File: src/rtl/fu_sequencer.sv
// Issue controller for the 16-bit function unit: 8x16 register file, valid/ready instruction intake,
// registered operand drive and writeback with V/C/N/Z status. Optional macro: FU_SEQUENCER_PRESERVE_VC_EN.
module fu_sequencer (
  input  logic        clk,
  input  logic        rst_n,
  input  logic        instr_valid,
  output logic        instr_ready,
  input  logic [3:0]  instr_op,
  input  logic [2:0]  instr_dst,
  input  logic [2:0]  instr_srca,
  input  logic [2:0]  instr_srcb,
  input  logic        ld_en,
  input  logic [2:0]  ld_addr,
  input  logic [15:0] ld_data,
  input  logic [2:0]  rd_addr,
  output logic [15:0] rd_data,
  output logic [3:0]  fu_fs,
  output logic [15:0] fu_opa,
  output logic [15:0] fu_opb,
  input  logic [15:0] fu_result,
  input  logic        fu_v,
  input  logic        fu_c,
  input  logic        fu_n,
  input  logic        fu_z,
  output logic        flag_v,
  output logic        flag_c,
  output logic        flag_n,
  output logic        flag_z,
  output logic        done,
  output logic        err,
  output logic [15:0] done_result
);

  typedef enum logic {IDLE, EXEC} state_t;

  state_t      state, state_nxt;
  logic [15:0] rf [8];
  logic [2:0]  dst_p0;
  logic        accept, retire, legal;

  function automatic logic is_legal(input logic [3:0] fs);
    return fs <= 4'b1100;
  endfunction

  assign legal   = is_legal(fu_fs);
  assign rd_data = rf[rd_addr];

  always_ff @(posedge clk or negedge rst_n) begin
    if (!rst_n) state <= IDLE;
    else        state <= state_nxt;
  end

  // A pending load blocks intake, so the load always wins the IDLE cycle.
  always_comb begin
    state_nxt   = state;
    instr_ready = 1'b0;
    accept      = 1'b0;
    retire      = 1'b0;
    case (state)
      IDLE: begin
        instr_ready = !ld_en;
        if (instr_valid && !ld_en) begin
          accept    = 1'b1;
          state_nxt = EXEC;
        end
      end
      EXEC: begin
        retire    = 1'b1;
        state_nxt = IDLE;
      end
      default: state_nxt = IDLE;
    endcase
  end

  always_ff @(posedge clk or negedge rst_n) begin
    if (!rst_n) begin
      for (int i = 0; i < 8; i++) rf[i] <= '0;
    end else if (state == IDLE && ld_en) begin
      rf[ld_addr] <= ld_data;
    end else if (retire && legal) begin
      rf[dst_p0] <= fu_result;
    end
  end

  // Operand stage: captured at accept, held steady until the next accept.
  always_ff @(posedge clk or negedge rst_n) begin
    if (!rst_n) begin
      fu_fs  <= '0;
      fu_opa <= '0;
      fu_opb <= '0;
      dst_p0 <= '0;
    end else if (accept) begin
      fu_fs  <= instr_op;
      fu_opa <= rf[instr_srca];
      fu_opb <= rf[instr_srcb];
      dst_p0 <= instr_dst;
    end
  end

  // Writeback stage: status and retirement pulses.
  always_ff @(posedge clk or negedge rst_n) begin
    if (!rst_n) begin
      flag_v      <= 1'b0;
      flag_c      <= 1'b0;
      flag_n      <= 1'b0;
      flag_z      <= 1'b0;
      done        <= 1'b0;
      err         <= 1'b0;
      done_result <= '0;
    end else begin
      done <= retire;
      err  <= retire && !legal;
      if (retire && legal) begin
        done_result <= fu_result;
        flag_n      <= fu_n;
        flag_z      <= fu_z;
`ifdef FU_SEQUENCER_PRESERVE_VC_EN
        if (fu_fs[3]) begin
          flag_v <= fu_v;
          flag_c <= fu_c;
        end
`else
        flag_v <= fu_v;
        flag_c <= fu_c;
`endif
      end
    end
  end

endmodule

File: config.mk
export PLATFORM = sky130hd
export DESIGN_NAME = fu_sequencer
export DESIGN_NICKNAME = d
export VERILOG_FILES = /design/src/rtl/fu_sequencer.sv
export SDC_FILE = /design/constraint.sdc
export NUM_CORES = 1
export LEC_CHECK = 0
export CORE_MARGIN = 4
export CORE_UTILIZATION = 35
export CTS_CLUSTER_DIAMETER = 40
export DETAILED_ROUTE_END_ITERATION = 10
export PLACE_DENSITY_LB_ADDON = 0.3
export SYNTH_ARGS = -nofsm -noshare
export SYNTH_HDL_FRONTEND = slang
export SYNTH_SLANG_ARGS = --single-unit
File: constraint.sdc
create_clock -name clk -period 4.5 [get_ports clk]
set_clock_uncertainty 0.2 [all_clocks]
set_input_delay 1.125 -clock clk [delete_from_list [all_inputs] [get_ports clk]]
set_output_delay 1.125 -clock clk [all_outputs]
set_load 0.02 [all_outputs]
==> impl.org, run 1 <==
** STA
- The clock period could shrink to 4.47 ns.
- Measured against its own limit, the worst slew margin works out to 0.303.
- The total count of max-transition violations in the final report is 0.
- Unrepaired setup endpoints after global routing :: false
- Setup violations remaining at the end of the flow were counted as 0.
- Final critical-path share of the clock period :: 0.992
- At the pin with the least slew margin, the transition time is 1.04 ns.
- The count of final hold-check violations was 0.
- Worst Slack Setup Final :: 0.0342 ns
- Timing would allow up to 224 MHz.
- Hold Slack :: 0.280 ns

** Critical path
- Kind of cell with the highest combined delay on the critical path :: buffers and inverters
- Maximum single-stage delay on the critical path :: 0.69 ns
- STA classifies the critical path startpoint as an input port.
- On the critical path, the stage with the largest delay is an instance of clkdlybuf4s50_1.
- Highest net fanout along the worst path :: 28
- STA classifies the critical path endpoint as an output port.
- Crit Path Class :: in -> out
- WP data required :: 3.17 ns
- Counting both buffers and inverters, the worst setup path holds a total of 3.
- The critical path goes through clkdlybuf4s50_1, buf_12, mux4_2, o21ai_0, clkdlybuf4s50_1.
- STA puts the critical path data arrival time at 3.14 ns.
- Counting stages on the worst path, the most repeated cell is clkdlybuf4s50_1.

** Logic synthesis
- Post-synthesis average cell area :: 9.74 um^2
- In this run, distinct cell masters in the synthesized netlist total 35.
- Warnings, synthesis :: 0
- Netlist Area Pre-Place :: 0.0124 mm^2
- Of the total synthesized cell area, the portion taken by AND, OR, NAND and NOR gates is 0.155.
- Of the total synthesized cell area, the portion taken by XOR and XNOR cells is 0.
- The area fraction in compound gates after synthesis is 0.163.
- Measured against the total synthesized area, the mux share comes to 0.192.
- Cell count after synthesis :: 1272
- Synthesized net count :: 1331
- Of the total synthesized cell area, the portion taken by full adders, half adders and majority gates is 0.
- By area, the combinational part of the netlist is dominated by multiplexers.
- Flop and latch count out of synthesis :: 190
- Of the synthesized area, sequential elements account for 0.384.

** Clock tree
- The number of hold buffers added after CTS was 0.
- H-tree depth reported by CTS :: 4
- Setup Fix Bufs, Post-CTS :: 0
- CTS placed an instance of clkbuf_16 at the clock tree root.
- Maximum clock insertion buffer count :: 2
- TritonCTS built the clock tree.
- Clock-pin slew on the worst setup and hold paths :: 0.07 ns
- CTS saw 190 sinks.
- The later pin in the worst-skew pair is clocked with a latency of 0.45 ns.
- Num CTS Buffers :: 17

** Detailed routing
- Routed len/inst :: 28.4 um
- First-pass iteration count of the detailed router :: 6
- In the routed design, unresolved DRC markers number 0.
- The detailed router placed 11900 vias in this run.
- The routed design has 50700 um of wire.
- Iteration-0 DRC Markers :: 1718
- The count of nets left with antenna violations once routing finished came out at 0.
- After detailed routing, the number of vias per cell comes to 6.65.

** Die
- Row count :: 68
- Starting density of the core :: 0.357
- The total area inside the core boundary comes to 0.0347 mm^2.
- Width of the die :: 196 um
- The die covers 0.0385 mm^2.
- I/O pins :: 134
- Chip Height :: 196 um

** Place
- Placed cell area :: 0.0141 mm^2
- Worst setup timing slack at the placement stage :: -0.0413 ns
- Counting tap cells, the placed design contains a total of 1758 instances.
- Number of input and output port buffers inserted :: 133
- DP Wirelength :: 32600 um
- Routability-driven placement finished with a final weighted congestion of 0.903.

** Min path
- Hold Crit Class :: reg -> reg

** Layout
- In the layout the commonest cells are dfrtp_1, nand4_1, inv_1.
- Area growth from synthesis to layout :: 19.6%
- Diodes inserted :: 0
- Layout Nets :: 1381
- Total non-filler cell area in the finished layout :: 0.0148 mm^2
- Of the cells placed in the final design, the portion with a size suffix greater than 1 is 0.189.
- Leaving out fill and tap cells, the most frequent cell in the layout is dfrtp_1.
- Post-Layout Cell Count :: 1788

** GRT
- The number of antenna violations at the first check in global routing was 0.
- GRT Total Usage :: 0.256
- Via count of the first global-routing pass :: 11600
- Wire length of the first global-routing pass :: 75500 um
- Pin count of the biggest net entering global routing :: 145
- The total overflow left after global routing is 0.

** Power
- Total power for the finished layout comes to 7.41 mW.
- Power per unit of standard cell area :: 500 mW/mm^2
- Highest ir drop seen on vdd :: 280 uV
- For this design the static power due to leakage is 6.04 nW.

** Flow run
- Max-capacitance violation count :: 0

** Status
- The run finished with clean final reports.
## path summary, 6_finish.rpt
| path | from | end | slack (ns) | cells after the start |
|---|---|---|---|---|
| max | rd_addr[1] | rd_data[9] | 0.03 | 5 |
| min | fu_opb[12]$_DFFE_PN0P_ | fu_opb[12]$_DFFE_PN0P_ | 0.28 | 2 |
| max reg2reg | state$_DFF_PN0_ | rf[96]$_DFFE_PN0P_ | 1.59 | 5 |
| min reg2reg | fu_opb[12]$_DFFE_PN0P_ | fu_opb[12]$_DFFE_PN0P_ | 0.28 | 2 |
| max in group asynchronous | rst_n | rf[122]$_DFFE_PN0P_ | 2.79 | 2 |
| min in group asynchronous | rst_n | rf[114]$_DFFE_PN0P_ | 0.41 | 1 |
## power by group
part	internal [mW]	switching, mW	leakage [nW]
registers	2.27	0.589	2.31
logic	1.34	1.43	3.42
clock network	1.05	0.728	0.315
## worst register-to-register path, cell delays in order, from the launching register on
cell and delay, ns:
dfrtp_4 0.49, buf_12 0.22, and3b_2 0.84, buf_4 0.36
and2_4 0.42, o311ai_0 0.22
## cell type report
class | count | area [um^2]
fill | 3369 | 19900
multi-input combinational | 776 | 6330
sequential | 190 | 4760
timing repair buffer | 207 | 2000
tap | 455 | 569
inverter | 130 | 488
clock buffer | 18 | 429
clock inverter | 12 | 233
## per-stage QoR
step            util  TNS (ns)
4_1_cts        0.426         0
3_5_place_dp   0.407   -0.0413
5_1_grt        0.427         0
6_report       0.427         0
3_3_place_gp   0.407         0
2_1_floorplan      -         0
## repair_timing
action / 4_1_cts / 5_1_grt
gates cloned: 0 / 0
endpoints found under the setup margin: 3 / 7
resized for setup: 3 / 7
## synth_stat cells (all sizes together)
master    n  area share
dfrtp   190        0.38
nand4   131       0.066
inv     130       0.039
o311ai  128       0.097
nand3   125       0.051
buf      94       0.041
mux2     90       0.082
clkbuf   82       0.025
mux2i    64       0.052
nand2    51       0.015
a22o     32       0.023
mux4     32       0.058
o22ai    32       0.016
o31ai    32       0.019
o21ai    16      0.0065
and3     10      0.0051
and2      9      0.0047
nor2      5      0.0015
nor2b     5      0.0025
and3b     4      0.0028
nor3b     4      0.0036
nand2b    2      0.0010
a21o      1     0.00061
nor3      1      0.0013
o211ai    1     0.00061
or3b      1     0.00071
## registers in the layout (all words and copies together) (netlist names)
signal / count
done_result: 16
fu_fs: 4
fu_opa: 16
fu_opb: 16
state: 1
dst_p0: 3
err: 1
done: 1
flag_z: 1
flag_n: 1
flag_c: 1
flag_v: 1
rf: 128
## layer usage
metal | up-vias | global-route usage | part of all wire
li1 | 4925 | - | -
met1 | 5824 | 0.349 | 0.40
met2 | 969 | 0.380 | 0.43
met3 | 165 | 0.0735 | 0.12
met4 | 0 | 0.112 | 0.047
met5 | - | 0 | 0
## kinds of logic after synthesis
family	after synthesis
multiplexers	186
flip-flops	190
AND/OR/NAND/NOR	348
buffers and inverters	306
AO/OA/AOI/OAI	242
Power figures use the tool's default switching activity.
==> run 2, diff against run 1 <==
--- a/config.mk
+++ b/config.mk
@@ -6,7 +6,7 @@
 export NUM_CORES = 1
 export LEC_CHECK = 0
 export CORE_MARGIN = 4
-export CORE_UTILIZATION = 35
+export CORE_UTILIZATION = 24
 export CTS_CLUSTER_DIAMETER = 40
 export DETAILED_ROUTE_END_ITERATION = 10
 export PLACE_DENSITY_LB_ADDON = 0.3
==> constraint.sdc (replaced) <==
create_clock -name clk -period 4.67 [get_ports clk]
set_clock_uncertainty 0.2 [all_clocks]
set_input_delay 1.1675 -clock clk [delete_from_list [all_inputs] [get_ports clk]]
set_output_delay 1.1675 -clock clk [all_outputs]
set_load 0.02 [all_outputs]
==> impl.org, run 2 (synthesis gave the netlist of run 1 again) <==
** Critical path
- STA classifies the critical path startpoint as an input port.
- The critical path goes through clkdlybuf4s50_1, buf_12, buf_12, mux4_2, o21ai_0, clkdlybuf4s50_1.
- The worst setup path is captured at an output port.
- Setup slack, reg-to-reg :: 1.46 ns
- WP data required :: 3.30 ns
- Worst r2r path cells :: 4
- Endpoint of the worst-slack reg-to-reg timing path :: rf[74]$_DFFE_PN0P_
- For the worst setup path, the data arrival time is 3.23 ns.
- The startpoint identified for the worst register-to-register timing path is state$_DFF_PN0_.
- Highest net fanout along the worst path :: 9
- Maximum single-stage delay on the critical path :: 0.67 ns
- By startpoint and endpoint, the worst setup path is classified as in -> out.
- For this design, the slowest cell found on the critical path is clkdlybuf4s50_1.

** Min path
- Hold worst-path end :: fu_opb[10]$_DFFE_PN0P_
- Hold path startpoint :: fu_opb[10]$_DFFE_PN0P_
- The path class of the tightest hold or removal check is reg -> reg.
- Hold Path Depth :: 2

** Layout
- The library cell used most frequently in the layout, excluding fill and tap cells, is dfrtp_1.
- Most frequent cells in the layout :: dfrtp_1, nand4_1, inv_1
- The filler cells instantiated in the layout total 5244.
- The finished layout holds 2008 standard cells, fillers aside.
- In the final layout, the share of cells above drive strength 1 is 0.192.
- In the final design database the tool counted 1380 nets.
- Ranked by flip-flop count, first place goes to rf.
- The register with the most flip-flops in the layout has 128 of them.
- Area growth from synthesis to layout :: 21.0%
- Total non-filler cell area in the finished layout :: 0.0150 mm^2

** Die
- Chip Height :: 235 um
- Total die area :: 0.0553 mm^2
- The initial utilization of the core area, before any placement, comes to 0.245.
- From left edge to right edge, the die measures 235 um.
- I/O pins :: 134
- After floorplanning, the core was sized to cover 0.0506 mm^2.
- Row count :: 82

** Detailed routing
- Antenna Violating Nets Remaining :: 0
- First-pass iteration count of the detailed router :: 5
- Routed len/inst :: 26.7 um
- Routed wire length :: 53600 um
- In the routed layout, each cell is associated on average with a via count of 5.85.
- The first routing iteration left 1553 violations.
- For this run, design rule violations remaining after detail routing come to 0.
- Across all layers, the routed design uses 11800 vias.

** GRT
- Entering global routing, the biggest net connects 100 pins.
- Summed over all layers, the global routing overflow is 0.
- Via count of the first global-routing pass :: 11500
- For this run, the total global-route usage over all layers was measured as 0.187.
- Wire length of the first global-routing pass :: 78900 um
- Number of antenna violations at the first check in global routing :: 4

** Clock tree
- H-tree depth reported by CTS :: 4
- CTS tree :: yes
- Clock-pin slew on the worst setup and hold paths :: 0.07 ns
- Counting the buffers created by CTS gives 17.
- # hold bufs at CTS :: 0
- The clock reaches the later pin of the worst-skew pair after 0.46 ns.
- The tree built by TritonCTS fans out to 190 sinks.
- CTS root buf :: clkbuf_16
- No sink is reached through more buffers than the 2 on the longest clock path.

** STA
- Minimum period implied by the final worst setup slack :: 4.60 ns
- Actual transition at the worst max-transition pin :: 1.07 ns
- Timing would allow up to 218 MHz.
- Unrepaired setup endpoints after global routing :: false
- Endpoints failing setup :: 0
- Of the available clock period, the critical path in the final layout requires 0.984.
- Final hold violation count :: 0
- The total count of max-transition violations in the final report was 0.
- Measured against its own limit, the worst slew margin works out to 0.289.
- Worst Slack Setup Final :: 0.0730 ns

** Status
- Result of the run :: finished, final reports clean

** Power
- The worst-case IR drop observed on VDD is 204 uV.
- Dividing total power by cell area gives a power density of 470 mW/mm^2.
- Leakage :: 5.94 nW

** Place
- Placed cell area :: 0.0144 mm^2
- Worst setup timing slack at the placement stage :: -0.0430 ns
- Input and output buffers added on the ports amount to 133.
- Detailed placement finished with a half-perimeter wire length of 35100 um.
- At the end of routability-driven placement, the weighted congestion stood at 0.876.
- In this run, placement finished with an instance count of 1974.

** Flow run
- Max-capacitance violation count :: 0
-- run 2: cell count changes in the layout (fill, tap and decap cells not counted), sizes merged, moves of 2 or more --
| cell | previous run | this run |
|---|---|---|
| diode | 0 | 2 |
| dlygate4sd2 | 3 | 0 |
| clkdlybuf4s50 | 119 | 125 |
| dlymetal6s2s | 7 | 2 |
| clkinv | 0 | 5 |
| clkbuf | 19 | 23 |
| bufinv | 6 | 2 |
| inv | 134 | 130 |
-- run 2: worst max-delay path by stage --
stage / to / cells past startpoint / from / slack, ns
final: rd_data[10] / 6 / rd_addr[1] / 0.07
after global routing: rd_data[0] / 7 / rd_addr[1] / 0.005
after CTS: rd_data[14] / 7 / rd_addr[1] / 0.03
after detailed placement: rd_data[5] / 7 / rd_addr[1] / -0.04
after global placement: rd_data[5] / 7 / rd_addr[1] / -0.01
after floorplan: rd_data[10] / 4 / rd_addr[0] / 0.69
-- run 2: area by class of cell --
cell class | count | area [um^2] | share of cell area
flip-flops and latches | 190 | 4760 | 0.318
clock buffers | 22 | 484 | 0.0323
clock inverters | 10 | 111 | 0.00743
repair buffers | 206 | 1960 | 0.131
well taps | 672 | 841 | 0.0561
diodes | 2 | 5.00 | 0.000334
inverters | 130 | 488 | 0.0326
multi-input cells | 776 | 6340 | 0.423
-- run 2: stage by stage --
stage                util  hold WS [ns]  total power [mW]  TNS [ns]
finish              0.296         0.278              7.04         0
global route        0.296         0.307              7.39         0
CTS                 0.296         0.285              7.03         0
detailed placement  0.284         0.269              5.46   -0.0430
global placement    0.284         0.264              5.44   -0.0112
floorplan               -         0.254              4.27         0
-- run 2: routing by layer --
metal  track usage  share of wire
met1         0.256           0.42
met2         0.279           0.44
met3        0.0554           0.10
met4        0.0670          0.032
met5             0        0.00039
-- run 2: what timing repair did --
item                       4_1_cts  5_1_grt
cloned                           0        0
pin swaps                        0        0
gates resized for setup          1        4
setup endpoints to repair        1        4
hold endpoints to repair         0        0
buffers inserted                 0        0
-- run 2: critical path: cells and delay by family --
family | cells | cell delay [ns]
AOI/OAI and AO/OA | 1 | 0.29
buffers and inverters | 4 | 1.47
muxes | 1 | 0.27
-- run 2: power by group --
group          switching, mW  internal [mW]  leakage (nW)
clock                  0.700          0.844         0.288
sequential             0.592           2.19          2.31
combinational           1.40           1.31          3.35
